### config.mk
export PLATFORM = sky130hd
export DESIGN_NAME = vend_credit_ctrl
export DESIGN_NICKNAME = d
export VERILOG_FILES = /design/src/rtl/vend_pkg.sv /design/src/rtl/vend_change_sel.sv /design/src/rtl/vend_credit_ctrl.sv
export SDC_FILE = /design/constraint.sdc
export NUM_CORES = 1
export LEC_CHECK = 0
export BUFFER_PORTS_ARGS = -buffer_cell sky130_fd_sc_hd__buf_4
export CELL_PAD_IN_SITES_DETAIL_PLACEMENT = 0
export CELL_PAD_IN_SITES_GLOBAL_PLACEMENT = 2
export CORE_UTILIZATION = 31
export DETAILED_ROUTE_END_ITERATION = 10
export GPL_TIMING_DRIVEN = 0
export PLACE_DENSITY_LB_ADDON = 0.1
export SYNTH_ARGS = -nofsm -noshare
export SYNTH_HDL_FRONTEND = slang
export SYNTH_SLANG_ARGS = --single-unit
### constraint.sdc
create_clock -name clk_i -period 3.7 [get_ports clk_i]
set_input_delay 0.37 -clock clk_i [delete_from_list [all_inputs] [get_ports clk_i]]
set_output_delay 0.37 -clock clk_i [all_outputs]
set_load 0.05 [all_outputs]
### src/rtl/vend_pkg.sv
// vend_pkg: shared FSM states, change-coin codes and coin unit values for the vending controller
package vend_pkg;
   typedef enum logic [1:0] {IDLE, ACCUM, VEND, CHANGE} state_e;
   typedef enum logic [1:0] {NONE = 2'b00, NICKEL = 2'b01, DIME = 2'b10, QUARTER = 2'b11} coin_e;
   localparam int NICKEL_U  = 1;
   localparam int DIME_U    = 2;
   localparam int QUARTER_U = 5;
endpackage

### src/rtl/vend_change_sel.sv
// vend_change_sel: greedy change coin (quarter/dime/nickel) and its unit value for a given credit
//   credit_i : credit remaining, 5-cent units
//   coin_o   : largest coin not exceeding credit_i, NONE when credit_i is 0
//   unit_o   : value of coin_o in 5-cent units
module vend_change_sel
   import vend_pkg::*;
#(
   parameter int CREDIT_W = 4
) (
   input  logic [CREDIT_W-1:0] credit_i,
   output coin_e               coin_o,
   output logic [2:0]          unit_o
);
   always_comb begin
      coin_o = credit_i >= CREDIT_W'(QUARTER_U) ? QUARTER :
               credit_i >= CREDIT_W'(DIME_U)    ? DIME    :
               credit_i != '0                   ? NICKEL  : NONE;
      unit_o = coin_o == QUARTER ? 3'(QUARTER_U) :
               coin_o == DIME    ? 3'(DIME_U)    :
               coin_o == NICKEL  ? 3'(NICKEL_U)  : 3'd0;
   end
endmodule

### src/rtl/vend_credit_ctrl.sv
// vend_credit_ctrl: multi-product vending controller with credit accumulation, vend handshake and greedy change return
//   clk_i, rst_ni                  : clock, async active-low reset
//   nickel_i, dime_i, quarter_i    : one-cycle coin pulses
//   select_i, cancel_i             : one-hot product request, refund request
//   vend_valid_o/vend_sel_o/vend_ready_i : product handshake to dispenser
//   chg_valid_o/chg_coin_o/chg_ready_i   : one-coin-per-handshake change to hopper
//   reject_o                       : registered pulse, last coin not accepted
//   credit_o, busy_o               : credit in 5-cent units, high in VEND or CHANGE
module vend_credit_ctrl
   import vend_pkg::*;
#(
   parameter int  PRICE_UNITS      = 5,
   parameter int  MAX_CREDIT_UNITS = 15,
   parameter int  N_PRODUCTS       = 4,
   localparam int CREDIT_W         = $clog2(MAX_CREDIT_UNITS + 1)
) (
   input  logic                  clk_i,
   input  logic                  rst_ni,
   input  logic                  nickel_i,
   input  logic                  dime_i,
   input  logic                  quarter_i,
   input  logic [N_PRODUCTS-1:0] select_i,
   input  logic                  cancel_i,
   output logic                  vend_valid_o,
   output logic [N_PRODUCTS-1:0] vend_sel_o,
   input  logic                  vend_ready_i,
   output logic                  chg_valid_o,
   output logic [1:0]            chg_coin_o,
   input  logic                  chg_ready_i,
   output logic                  reject_o,
   output logic [CREDIT_W-1:0]   credit_o,
   output logic                  busy_o
);
   if (MAX_CREDIT_UNITS < PRICE_UNITS + 4) begin : g_cfg_chk
      $error("vend_credit_ctrl: MAX_CREDIT_UNITS must be >= PRICE_UNITS+4");
   end

   localparam logic [CREDIT_W-1:0] PRICE_C = CREDIT_W'(PRICE_UNITS);
   localparam logic [CREDIT_W:0]   MAX_C   = (CREDIT_W + 1)'(MAX_CREDIT_UNITS);

   state_e                state_q, state_d;
   logic [CREDIT_W-1:0]   credit_q, credit_d, credit_add;
   logic [N_PRODUCTS-1:0] sel_q, sel_d;
   logic                  reject_q, reject_d;
   logic [2:0]            coin_val, chg_unit;
   logic [CREDIT_W:0]     sum;
   logic                  coin_ok, sel_ok;
   coin_e                 chg_coin;

   vend_change_sel #(.CREDIT_W(CREDIT_W)) u_chg_sel (
      .credit_i(credit_q),
      .coin_o  (chg_coin),
      .unit_o  (chg_unit)
   );

   always_comb begin
      coin_val   = nickel_i ? 3'(NICKEL_U) : dime_i ? 3'(DIME_U) : 3'(QUARTER_U);
      sum        = {1'b0, credit_q} + (CREDIT_W + 1)'(coin_val);
      coin_ok    = (state_q == IDLE || state_q == ACCUM) &&
                   $countones({nickel_i, dime_i, quarter_i}) == 1 && sum <= MAX_C;
      credit_add = coin_ok ? sum[CREDIT_W-1:0] : credit_q;
      reject_d   = (nickel_i | dime_i | quarter_i) && !coin_ok;
      // price check uses pre-coin credit; cancel outranks select
      sel_ok     = state_q == ACCUM && !cancel_i && $onehot(select_i) && credit_q >= PRICE_C;
      state_d    = state_q;
      credit_d   = credit_q;
      sel_d      = sel_q;
      case (state_q)
         IDLE: begin
            credit_d = credit_add;
            state_d  = coin_ok ? ACCUM : IDLE;
         end
         ACCUM: begin
            credit_d = credit_add;
            state_d  = cancel_i ? CHANGE : sel_ok ? VEND : ACCUM;
            sel_d    = sel_ok ? select_i : sel_q;
         end
         VEND: if (vend_ready_i) begin
            credit_d = credit_q - PRICE_C;
            state_d  = credit_q == PRICE_C ? IDLE : CHANGE;
         end
         CHANGE: if (chg_ready_i && chg_valid_o) begin
            credit_d = credit_q - CREDIT_W'(chg_unit);
            state_d  = credit_q == CREDIT_W'(chg_unit) ? IDLE : CHANGE;
         end
      endcase
   end

   always_ff @(posedge clk_i or negedge rst_ni) begin
      if (!rst_ni) begin
         state_q  <= IDLE;
         credit_q <= '0;
         sel_q    <= '0;
         reject_q <= 1'b0;
      end else begin
         state_q  <= state_d;
         credit_q <= credit_d;
         sel_q    <= sel_d;
         reject_q <= reject_d;
      end
   end

   assign vend_valid_o = state_q == VEND;
   assign vend_sel_o   = vend_valid_o ? sel_q : '0;
   assign chg_valid_o  = state_q == CHANGE && credit_q != '0;
   assign chg_coin_o   = chg_valid_o ? chg_coin : NONE;
   assign reject_o     = reject_q;
   assign credit_o     = credit_q;
   assign busy_o       = state_q == VEND || state_q == CHANGE;
endmodule

==> Yosys cells after proc, flatten, opt, wreduce, memory -nomap -nowiden <==
Cells that the tools add are included.
{ "op_classes": {"n_lt_le_gt_ge": 3, "eq_ne": 13, "reduce_logical": 18, "add_sub_neg": 8, "bitwise_logic": 2, "n_mux": 22} }
{ "op_table": {"columns": ["operator", "count"], "rows": [
  ["2-bit two-way mux", 9],
  ["4-bit two-way mux", 4],
  ["3-bit two-way mux", 4],
  ["4-bit case mux with 3 select lines", 1],
  ["2-bit == test (second input constant)", 4],
  ["1-bit logical AND", 8],
  ["2-bit case mux with 4 select lines", 1],
  ["1-bit by 1-bit adder with 2-bit output", 3],
  ["3-bit by 1-bit == test with 1-bit output (second input constant)", 2],
  ["4-bit by 3-bit adder with 5-bit output", 1],
  ["5-bit by 4-bit less-or-equal comparator with 1-bit output (second input constant)", 1],
  ["2-bit by 1-bit == test with 1-bit output (second input constant)", 2],
  ["4-bit by 3-bit == test with 1-bit output", 1],
  ["4-bit by 3-bit == test with 1-bit output (second input constant)", 1],
  ["4-bit by 2-bit >= comparator with 1-bit output (second input constant)", 1],
  ["4-bit by 3-bit >= comparator with 1-bit output (second input constant)", 1],
  ["2-bit by 1-bit inequality test with 1-bit output (second input constant)", 2],
  ["2-bit AND reduction", 2],
  ["4-bit nonzero test", 1],
  ["4-bit by 3-bit subtractor with 4-bit output", 1],
  ["4-bit by 3-bit subtractor with 4-bit output (second input constant)", 1],
  ["2-bit by 1-bit adder with 3-bit output", 1],
  ["2-bit by 2-bit adder with 3-bit output", 1],
  ["1-bit two-way mux", 3],
  ["other kinds (7)", 10]
]} }
{ "word_totals": {"in_bits": 12, "regBits": 11, "output_inout_bits": 14} }

==> Depth between registers and ports, before layout <==
Gate-level depths: netlist of run 1.
{ "depth": {"word_depth": 12, "ltp_mapped": 14, "ltp_nobuf": 14} }

==> By module <==
Synthesis of run 1 repeated with hierarchy kept, for this count alone.
{ "hier_totals": {"cells_unflattened": 119, "hier_area_um2": 1093.5} }
{ "modules_own_cells": {"columns": ["mod", "n_inst", "cells_per_inst", "seq_area_each_um2", "area_each_um2"], "rows": [
  ["vend_credit_ctrl", 1, 111, 275.3, 1032.2],
  ["vend_change_sel", 1, 8, 0.0, 61.3]
]} }

==> Worst setup path before layout of run 1 <==
Ideal clock, no wire load.
{ "synth_timing": {"path_type": "register -> register", "startpoint": "register credit_q[1], in the netlist credit_o[1]", "endpoint": "register credit_q[2], in the netlist credit_o[2]", "required_ns": 3.574, "setup_ns": 0.126, "arrival_time_ns": 2.888, "stages_incl_launch_ff": 13, "path_slack_ns": 0.685, "path_cell_list": "dfrtp_1 inv_1 ha_1 nand2b_1 a21oi_1 nor2b_1 inv_1 fa_1 xnor2_1 nand2_1 o211ai_1 a21oi_1 a311o_1"} }
{ "synth_via": {"elab_chain_cells": 11} }
{ "synth_rtl": {"columns": ["item", "line_no", "text"], "rows": [
  ["start: declaration", "vend_credit_ctrl.sv:42", "logic [CREDIT_W-1:0] credit_q, credit_d, credit_add;"],
  ["start signal: assignment", "vend_credit_ctrl.sv:97", "credit_q <= credit_d;"],
  ["parallel branches: the longest is 11 deep, another holds 4-bit by 2-bit >= comparator with 1-bit output", null, null]
]} }
Parallel ways; which one is timed is not known. The select of a mux whose other input is x is not followed.
A chain may end at the register's enable or synchronous reset.

==> Worst setup path in the final report of run 1 <==
Same ends and word-level chain as after synthesis.

==> results.yml, run 1 <==
run_status:
  status: "completed"
cells_and_area:
  multi_input_area_um2: 737
  stdcell_count: 202
  drive_gt1_share_pct: 23.1
  fillCellCount: 363
  n_antenna_cell: 0
  final_nets: 183
  area_delta_synth_final_pct: 25.7
  seq_area_um2: 275
logic_synthesis:
  yosys_warnings: 0
  synthSimpleGateAreaFrac_pct: 21.3
  synth_cells: 126
  syn_area_um2: 1100
  synth_fa_ha_area_share_pct: 19.6
  synth_top_area_share_pct: 25.1
  synth_edf_count: 0
  yosysMostFrequentCell: "inv_1"
  syn_area_per_cell_um2: 8.70
  synth_top_family_by_area: "simple AND/OR/NAND/NOR gates"
  synth.cells.most_frequent: "15 x inv_1, 11 x dfrtp_1, 11 x nand2_1"
  synth_area_leaders: "dfrtp_1 25%, ha_1 11%, fa_1 7.3%"
  post-synth-top-area-cell: "dfrtp_1"
  synth_seq_area_share_pct: 25.1
  synth-compound-area-share_pct: 17.9
  synthArstFlopShare_pct: 100
  synth_xor_xnor_area_share_pct: 2.40
  ys_seq_elements: 11
  muxShareOfSynthArea_pct: 5.94
  synthFlopType: "dfrtp_1"
  synth_cell_types: 43
  synth_nets: 152
run:
  max-cap-violations: 0
route:
  antenna_left: 0
  route.detailed.drc: 0
  via_per_inst: 5.00
  avgRoutedWirePerCell_um: 14.0
  drtIter0Drc: 32
  wl_um: 2820
  drt_pass1_iterations: 4
  dr_total_vias: 1009
placed_design:
  port_buffers: 25
  dp_slack_ps: 589
  hpwl_um: 2270
  place.gp.congestion: 0.737
  placedCellCount: 197
cts:
  cts_root_buf: "clkbuf_4"
  clk_pin_slew_ps: 80
  numCtsBuffers: 3
  clk_path_buf_depth: 2
  cts_sinks: 11
  htree_levels: 1
  post_cts_buffers: 0
  cts_tree: "built"
  clock_latency_ps: 270
sta:
  rsz0062_at_grt: "no"
  tns_ps: 0
  fin_crit_ps: 3100
  fin_skew_ps: 1.41
  period_share_pct: 83.6
  setup_violations: 0
  hold_viol_final: 0
  tightest_slew_ps: 494
  slew_headroom_pct: 67.0
  slew_violations: 0
  fmax_mhz: 323
  setup_slack_ps: 605
worst_setup_path:
  endpoint_kind: "register"
  cp_max_fo: 10
  critPathMaxStageDelay_ps: 590
  crit_chain: "inv_1 -> ha_1 -> nand2b_1 -> a21oi_1 -> nor2b_1 -> inv_1 -> fa_1 -> xnor2_1 -> nand2_1 -> o211ai_1 -> a21oi_1 -> a311o_1"
  arrival_ps: 3260
  cp_data_required_time_ps: 3860
  critPathKind: "reg -> reg"
  slowest_stage: "dfrtp_1"
  cp-start-kind: "register"
global_route:
  first_global_vias: 947
  grt_pass1_wl_um: 4480
  overflow: 0
  grt_max_degree: 12
  grt_use_total_pct: 16.8
  antenna_found_initial: 0
power:
  power_density_nw_per_um2: 1020
  p_leak_nw: 0.669
  ir_worst_vdd_mv: 0.313
die:
  die_x_um: 61.5
  die_h_um: 61.5
  initial_core_util_pct: 32.6
  num_rows: 21
  dieArea_um2: 3780
  core_um2: 3360
  io_pins: 26
worst_hold_path:
  hp-class: "in -> reg"
## metal layers
metal / wire (um) / vias up / GRT usage [%] / part of all wire [%]
li1: - / 500 / - / -
met1: 1280 / 479 / 22.0 / 45
met2: 1390 / 26 / 26.9 / 49
met3: 115 / 4 / 2.52 / 4.1
met4: 34 / 0 / 8.89 / 1.2
met5: 0 / - / 0 / 0
## worst max-delay path, delay by kind of cell, from the launching register on
| kind | cells | cell delay (ps) |
|---|---|---|
| XOR/XNOR | 1 | 170 |
| adder cells (fa/ha/maj) | 2 | 630 |
| AND/OR/NAND/NOR | 3 | 490 |
| flip-flops | 1 | 590 |
| buffers and inverters | 2 | 220 |
| AO/OA/AOI/OAI | 4 | 890 |
## final timing paths
path	start	endpoint	slack [ps]	cells past startpoint
max reg2reg	credit_o[1]	credit_o[2]	600	12
max in group asynchronous	rst_ni	sel_q[3]	3070	2
min in group asynchronous	rst_ni	credit_o[3]	470	2
min reg2reg	sel_q[0]	sel_q[0]	510	1
min	select_i[0]	sel_q[0]	330	2
max	credit_o[1]	credit_o[2]	600	12
## logic make-up after synthesis
| family | after synthesis |
|---|---|
| fa+ha+maj | 15 |
| simple gates | 42 |
| mux | 6 |
| xor+xnor | 3 |
| flops | 11 |
| buf+inv | 20 |
| compound gates | 29 |
## where the power goes
part	leakage, nW	total (mW)	internal, mW	switching [mW]
Combinational	0.524	1.08	0.420	0.658
Clock	0.0150	0.0874	0.0418	0.0456
Sequential	0.130	0.243	0.173	0.0698
Total	0.669	1.41	0.635	0.773
## registers in the layout (all words and copies together) (netlist names)
signal and cells:
credit_o 4, sel_q 4, state_q 2, reject_o 1
## layout by cell type (no fill, tap or decap), types with 2 or more instances in the layout
cell and count:
buf_4 25, inv_1 15, nand2_1 11, dfrtp_1 11, ha_1 10, a21oi_1 7
nor2_1 6, and2_1 6, o21ai_0 6, clkbuf_1 4, mux2_2 4, fa_1 4
nor2b_1 3, o211ai_1 3, o21ai_1 3, xnor2_1 3, clkbuf_4 3, nand3_1 2
nand3b_1 2, mux2i_1 2
## cell type report
type / instances / share of cell area [%]
plain buffers: 5 / 2.00
clock buffers: 4 / 1.91
inverters: 15 / 4.09
multi-input cells: 95 / 53.5
flip-flops and latches: 11 / 20.0
well taps: 46 / 4.18
repair buffers: 26 / 14.4
## through the flow
stage | instance area (um^2) | hold slack, ps | total power [mW] | utilization [%]
detailed placement | 1340 | 227 | 1.33 | 39.9
global placement | 1340 | 222 | 1.32 | 39.9
finish | 1380 | 333 | 1.41 | 41.0
global route | 1380 | 331 | 1.54 | 41.0
CTS | 1380 | 324 | 1.42 | 41.0
floorplan | 1100 | 74.4 | 1.04 | -
## repair_timing
| action | CTS | global route |
|---|---|---|
| hold buffers | 1 | 0 |
| resized for setup | 0 | 0 |
| endpoints found under the hold margin | 11 | 0 |
Note: power is estimated with default switching activity, not from simulation.
==> run 2: changes to the inputs <==
--- a/config.mk
+++ b/config.mk
@@ -8,7 +8,7 @@
 export BUFFER_PORTS_ARGS = -buffer_cell sky130_fd_sc_hd__buf_4
 export CELL_PAD_IN_SITES_DETAIL_PLACEMENT = 0
 export CELL_PAD_IN_SITES_GLOBAL_PLACEMENT = 2
-export CORE_UTILIZATION = 31
+export CORE_UTILIZATION = 28
 export DETAILED_ROUTE_END_ITERATION = 10
 export GPL_TIMING_DRIVEN = 0
 export PLACE_DENSITY_LB_ADDON = 0.1
==> constraint.sdc (replaced) <==
create_clock -name clk_i -period 2.63 [get_ports clk_i]
set_input_delay 0.263 -clock clk_i [delete_from_list [all_inputs] [get_ports clk_i]]
set_output_delay 0.263 -clock clk_i [all_outputs]
set_load 0.05 [all_outputs]
==> run 2 against run 1 <==
The flow now finishes with violations (negative setup slack). Hold slack got worse by 61 ps. Global-route usage fell by 2.1 points. Utilization rose by 1.1 points. Flip-flop and latch count did not move. Via count rose by 0.69%. First-iteration DRC count rose by 63%. Fmax rose by 16%. Register-to-register slack got worse by 640 ps. Sequential share of layout area fell by 1.9 points.
==> results.yml, run 2 (synthesis results as in run 1) <==
worst_setup_path:
  endpoint_kind: "register"
  arrival_ps: 2780
  cp-startpoint: "credit_o[0]"
  cp_max_fo: 4
  r2r_setup_slack_ps: -30
  cp_data_required_time_ps: 2750
  rr_startpoint: "credit_o[0]"
  cp-start-kind: "register"
  critPathKind: "reg -> reg"
cells_and_area:
  final_nets: 193
  drive_gt1_share_pct: 39.2
  layout_common_cells: "34 x buf_4, 12 x inv_1, 11 x nand2_1"
  n_antenna_cell: 0
  area_delta_synth_final_pct: 42.5
  fillCellCount: 391
  stdcell_count: 214
  final_util_pct: 42.0
  final_common_cell: "buf_4"
run_status:
  status: "complete, but fails checks"
  violations: "negative setup slack"
die:
  dieArea_um2: 4170
  core_um2: 3720
  die_h_um: 64.6
  initial_core_util_pct: 29.5
  num_rows: 22
  die_x_um: 64.6
  io_pins: 26
cts:
  clk_pin_slew_ps: 50
  numCtsBuffers: 3
  cts_tree: "built"
  clk_path_buf_depth: 2
  clock_latency_ps: 240
  cts_sinks: 11
  htree_levels: 1
  cts_root_buf: "clkbuf_8"
placed_design:
  placedCellCount: 199
  port_buffers: 25
  hpwl_um: 2260
  place.gp.congestion: 0.760
  dp_slack_ps: -213
worst_hold_path:
  hp-class: "in -> reg"
  min-delay-start: "select_i[3]"
sta:
  slew_violations: 0
  fin_crit_ps: 2660
  rsz0062_at_grt: "yes"
  fmax_mhz: 376
  period_share_pct: 101
  setup_slack_ps: -31.2
  tightest_slew_ps: 461
  tns_ps: -44.4
  setup_violations: 2
  slew_headroom_pct: 69.2
  hold_viol_final: 0
  fin_skew_ps: 8.59
route:
  route.detailed.drc: 0
  drtIter0Drc: 52
  avgRoutedWirePerCell_um: 13.1
  antenna_left: 0
  wl_um: 2800
  drt_pass1_iterations: 4
  dr_total_vias: 1016
  via_per_inst: 4.75
global_route:
  antenna_found_initial: 0
  overflow: 0
  first_global_vias: 1021
  grt_pass1_wl_um: 4690
  grt_max_degree: 12
  grt_use_total_pct: 14.7
run:
  max-cap-violations: 0
==> run 2: repair_timing <==
action,4_1_cts,5_1_grt
setup buffers,6,4
endpoints found under the hold margin,11,0
pin swaps,3,8
setup endpoints to repair,2,3
hold buffers,1,0
resized for setup,7,8
==> run 2: worst paths after layout <==
check / end / cells after the start
hold / removal: sel_q[3] / 2
setup reg to reg: credit_o[2] / 9
hold reg to reg: sel_q[2] / 1
setup / recovery: credit_o[2] / 9
max in group asynchronous: credit_o[3] / 2
min in group asynchronous: reject_o / 2
==> run 2: metal layers <==
layer | vias to the layer above | track usage [%] | wire (um)
met2 | 19 | 23.6 | 1310
met3 | 0 | 2.11 | 94
met4 | 0 | 5.83 | 0
met5 | - | 0 | 0
li1 | 520 | - | -
met1 | 477 | 19.8 | 1390
==> run 2: critical path, stage by stage (launching register included) <==
cell and delay [ps]:
dfrtp_2 430, buf_4 150, ha_1 220, fa_2 370, o21ai_0 180, o211ai_1 190
a221o_2 410, buf_4 150, and2_1 150, a311o_1 300
==> run 2: per-stage QoR <==
stage | cell area, um^2 | hold slack, ps
after floorplan | 1120 | -32.6
after global placement | 1370 | 108
after detailed placement | 1370 | 109
after CTS | 1500 | 268
after global routing | 1560 | 268
final | 1560 | 272
==> run 2: layout make-up <==
| cell class | count | area, um^2 | share of cell area (%) |
|---|---|---|---|
| inverter | 15 | 56.3 | 3.61 |
| tap | 48 | 60.1 | 3.85 |
| buffer | 5 | 31.3 | 2.00 |
| multi-input combinational | 95 | 810 | 51.8 |
| timing repair buffer | 36 | 277 | 17.7 |
| clock buffer | 4 | 45.0 | 2.88 |
| sequential | 11 | 283 | 18.1 |
Power of run 2 is not shown: default switching activity piles up to over one toggle a cycle in this logic, so the estimate is an artifact.
==> run 3: changes to the inputs <==
--- a/config.mk
+++ b/config.mk
@@ -12,6 +12,7 @@
 export DETAILED_ROUTE_END_ITERATION = 10
 export GPL_TIMING_DRIVEN = 0
 export PLACE_DENSITY_LB_ADDON = 0.1
+export SKIP_CTS_REPAIR_TIMING = 1
 export SYNTH_ARGS = -nofsm -noshare
 export SYNTH_HDL_FRONTEND = slang
 export SYNTH_SLANG_ARGS = --single-unit
==> run 3 against run 2 <==
Fmax shrank 0.64%. The flow still finishes with violations (negative setup slack). Critical path depth shrank 1. Utilization grew 0.17 points. Clock skew shrank 0.57 ps. Final cell count shrank 0.93%. Wire length grew 2.4%. Count of clock-buffer cells in the layout is the same. Cell area grew 0.40%.
==> results.yml, run 3 (synthesis results as in run 1) <==
worst_setup_path:
  cp_data_required_time_ps: 2750
  timing.rr.end: "credit_o[2]"
  r2r_setup_slack_ps: -50
  arrival_ps: 2800
  endpoint_kind: "register"
  cp_max_fo: 6
  cp-start-kind: "register"
  reg2regPathDepth: 8
  critPathKind: "reg -> reg"
  rr_startpoint: "credit_o[1]"
run_status:
  status: "complete, but fails checks"
  violations: "negative setup slack"
cells_and_area:
  layout_common_cells: "32 x buf_4, 12 x inv_1, 11 x nand2_1"
  stdcell_area_um2: 1570
  seq_area_um2: 283
  drive_gt1_share_pct: 38.4
  final_util_pct: 42.2
  area_delta_synth_final_pct: 43.0
  final_common_cell: "buf_4"
  fillCellCount: 388
  multi_input_area_um2: 831
  final_nets: 191
  n_antenna_cell: 0
sta:
  fin_skew_ps: 8.02
  period_share_pct: 102
  fin_hold_ws_ps: 274
  slew_violations: 0
  tightest_slew_ps: 477
  hold_viol_final: 0
  fin_crit_ps: 2680
  setup_violations: 1
  setup_slack_ps: -48.3
  rsz0062_at_grt: "yes"
  fmax_mhz: 373
  slew_headroom_pct: 68.1
route:
  wl_um: 2870
  met2_length_um: 1330
  avgRoutedWirePerCell_um: 13.5
  wl_met3_um: 116
  dr.max_layer_used: "met4"
  antenna_left: 0
  dr_total_vias: 1026
  route.detailed.drc: 0
  drt_pass1_iterations: 4
  wl_met1_um: 1370
  drtIter0Drc: 58
  via_per_inst: 4.84
die:
  io_pins: 26
  initial_core_util_pct: 29.5
  die_x_um: 64.6
  core_um2: 3720
  dieArea_um2: 4170
  num_rows: 22
  die_h_um: 64.6
worst_hold_path:
  holdPathStages: 2
  min-delay-start: "select_i[3]"
  hold_path_end: "sel_q[3]"
  hp-class: "in -> reg"
global_route:
  grt_max_degree: 12
  first_global_vias: 996
  antenna_found_initial: 0
  grt_use_total_pct: 14.4
  overflow: 0
  grt_pass1_wl_um: 4570
cts:
  cts_root_buf: "clkbuf_8"
  htree_levels: 1
  cts_sinks: 11
  cts_tree: "built"
  clk_pin_slew_ps: 50
  clk_path_buf_depth: 2
  clock_latency_ps: 240
  numCtsBuffers: 3
placed_design:
  place.gp.congestion: 0.760
  dp_slack_ps: -213
  placed_cell_area_um2: 1370
  hpwl_um: 2260
  port_buffers: 25
run:
  max-cap-violations: 0
==> run 3: cell count changes in the layout (fill, tap and decap cells not counted), sizes merged <==
cell	previous run	this run
buf	37	36
clkbuf	7	6
==> run 3: layer usage <==
| layer | vias up | GRT usage [%] |
|---|---|---|
| met2 | 30 | 23.2 |
| met5 | - | 0 |
| met3 | 4 | 2.11 |
| li1 | 517 | - |
| met4 | 0 | 5.83 |
| met1 | 475 | 19.1 |
==> run 3: stage by stage <==
step / TNS [ps] / cells
final: -48.3 / 212
after global routing: -257 / 212
after CTS: -306 / 203
after detailed placement: -654 / 199
after global placement: -551 / 199
after floorplan: 0 / 126
==> run 3: critical path: stages, from the launching register on <==
cell and delay [ps]:
dfrtp_4 520, buf_4 170, fa_1 470, o21ai_0 190, o211ai_1 180, a221o_2 430
buf_4 160, and2_1 150, a311o_1 300
==> run 3: worst max path at each step <==
stage                      from          end  slack [ps]  cells after the start
floorplan           credit_o[1]  credit_o[2]          10                     14
global placement       nickel_i  credit_o[3]        -170                     10
detailed placement     nickel_i  credit_o[3]        -210                     10
CTS                 credit_o[1]  credit_o[2]        -170                     12
global route        credit_o[1]  credit_o[2]        -180                     12
finish              credit_o[1]  credit_o[2]         -50                      8
==> run 3: cell type report <==
cell class	instances	area share (%)
multi-input cells	95	53.0
clock buffers	4	2.87
flip-flops and latches	11	18.0
inverters	15	3.75
plain buffers	5	1.84
well taps	48	3.83
repair buffers	34	16.7
Power of run 3 is left out for the same reason.
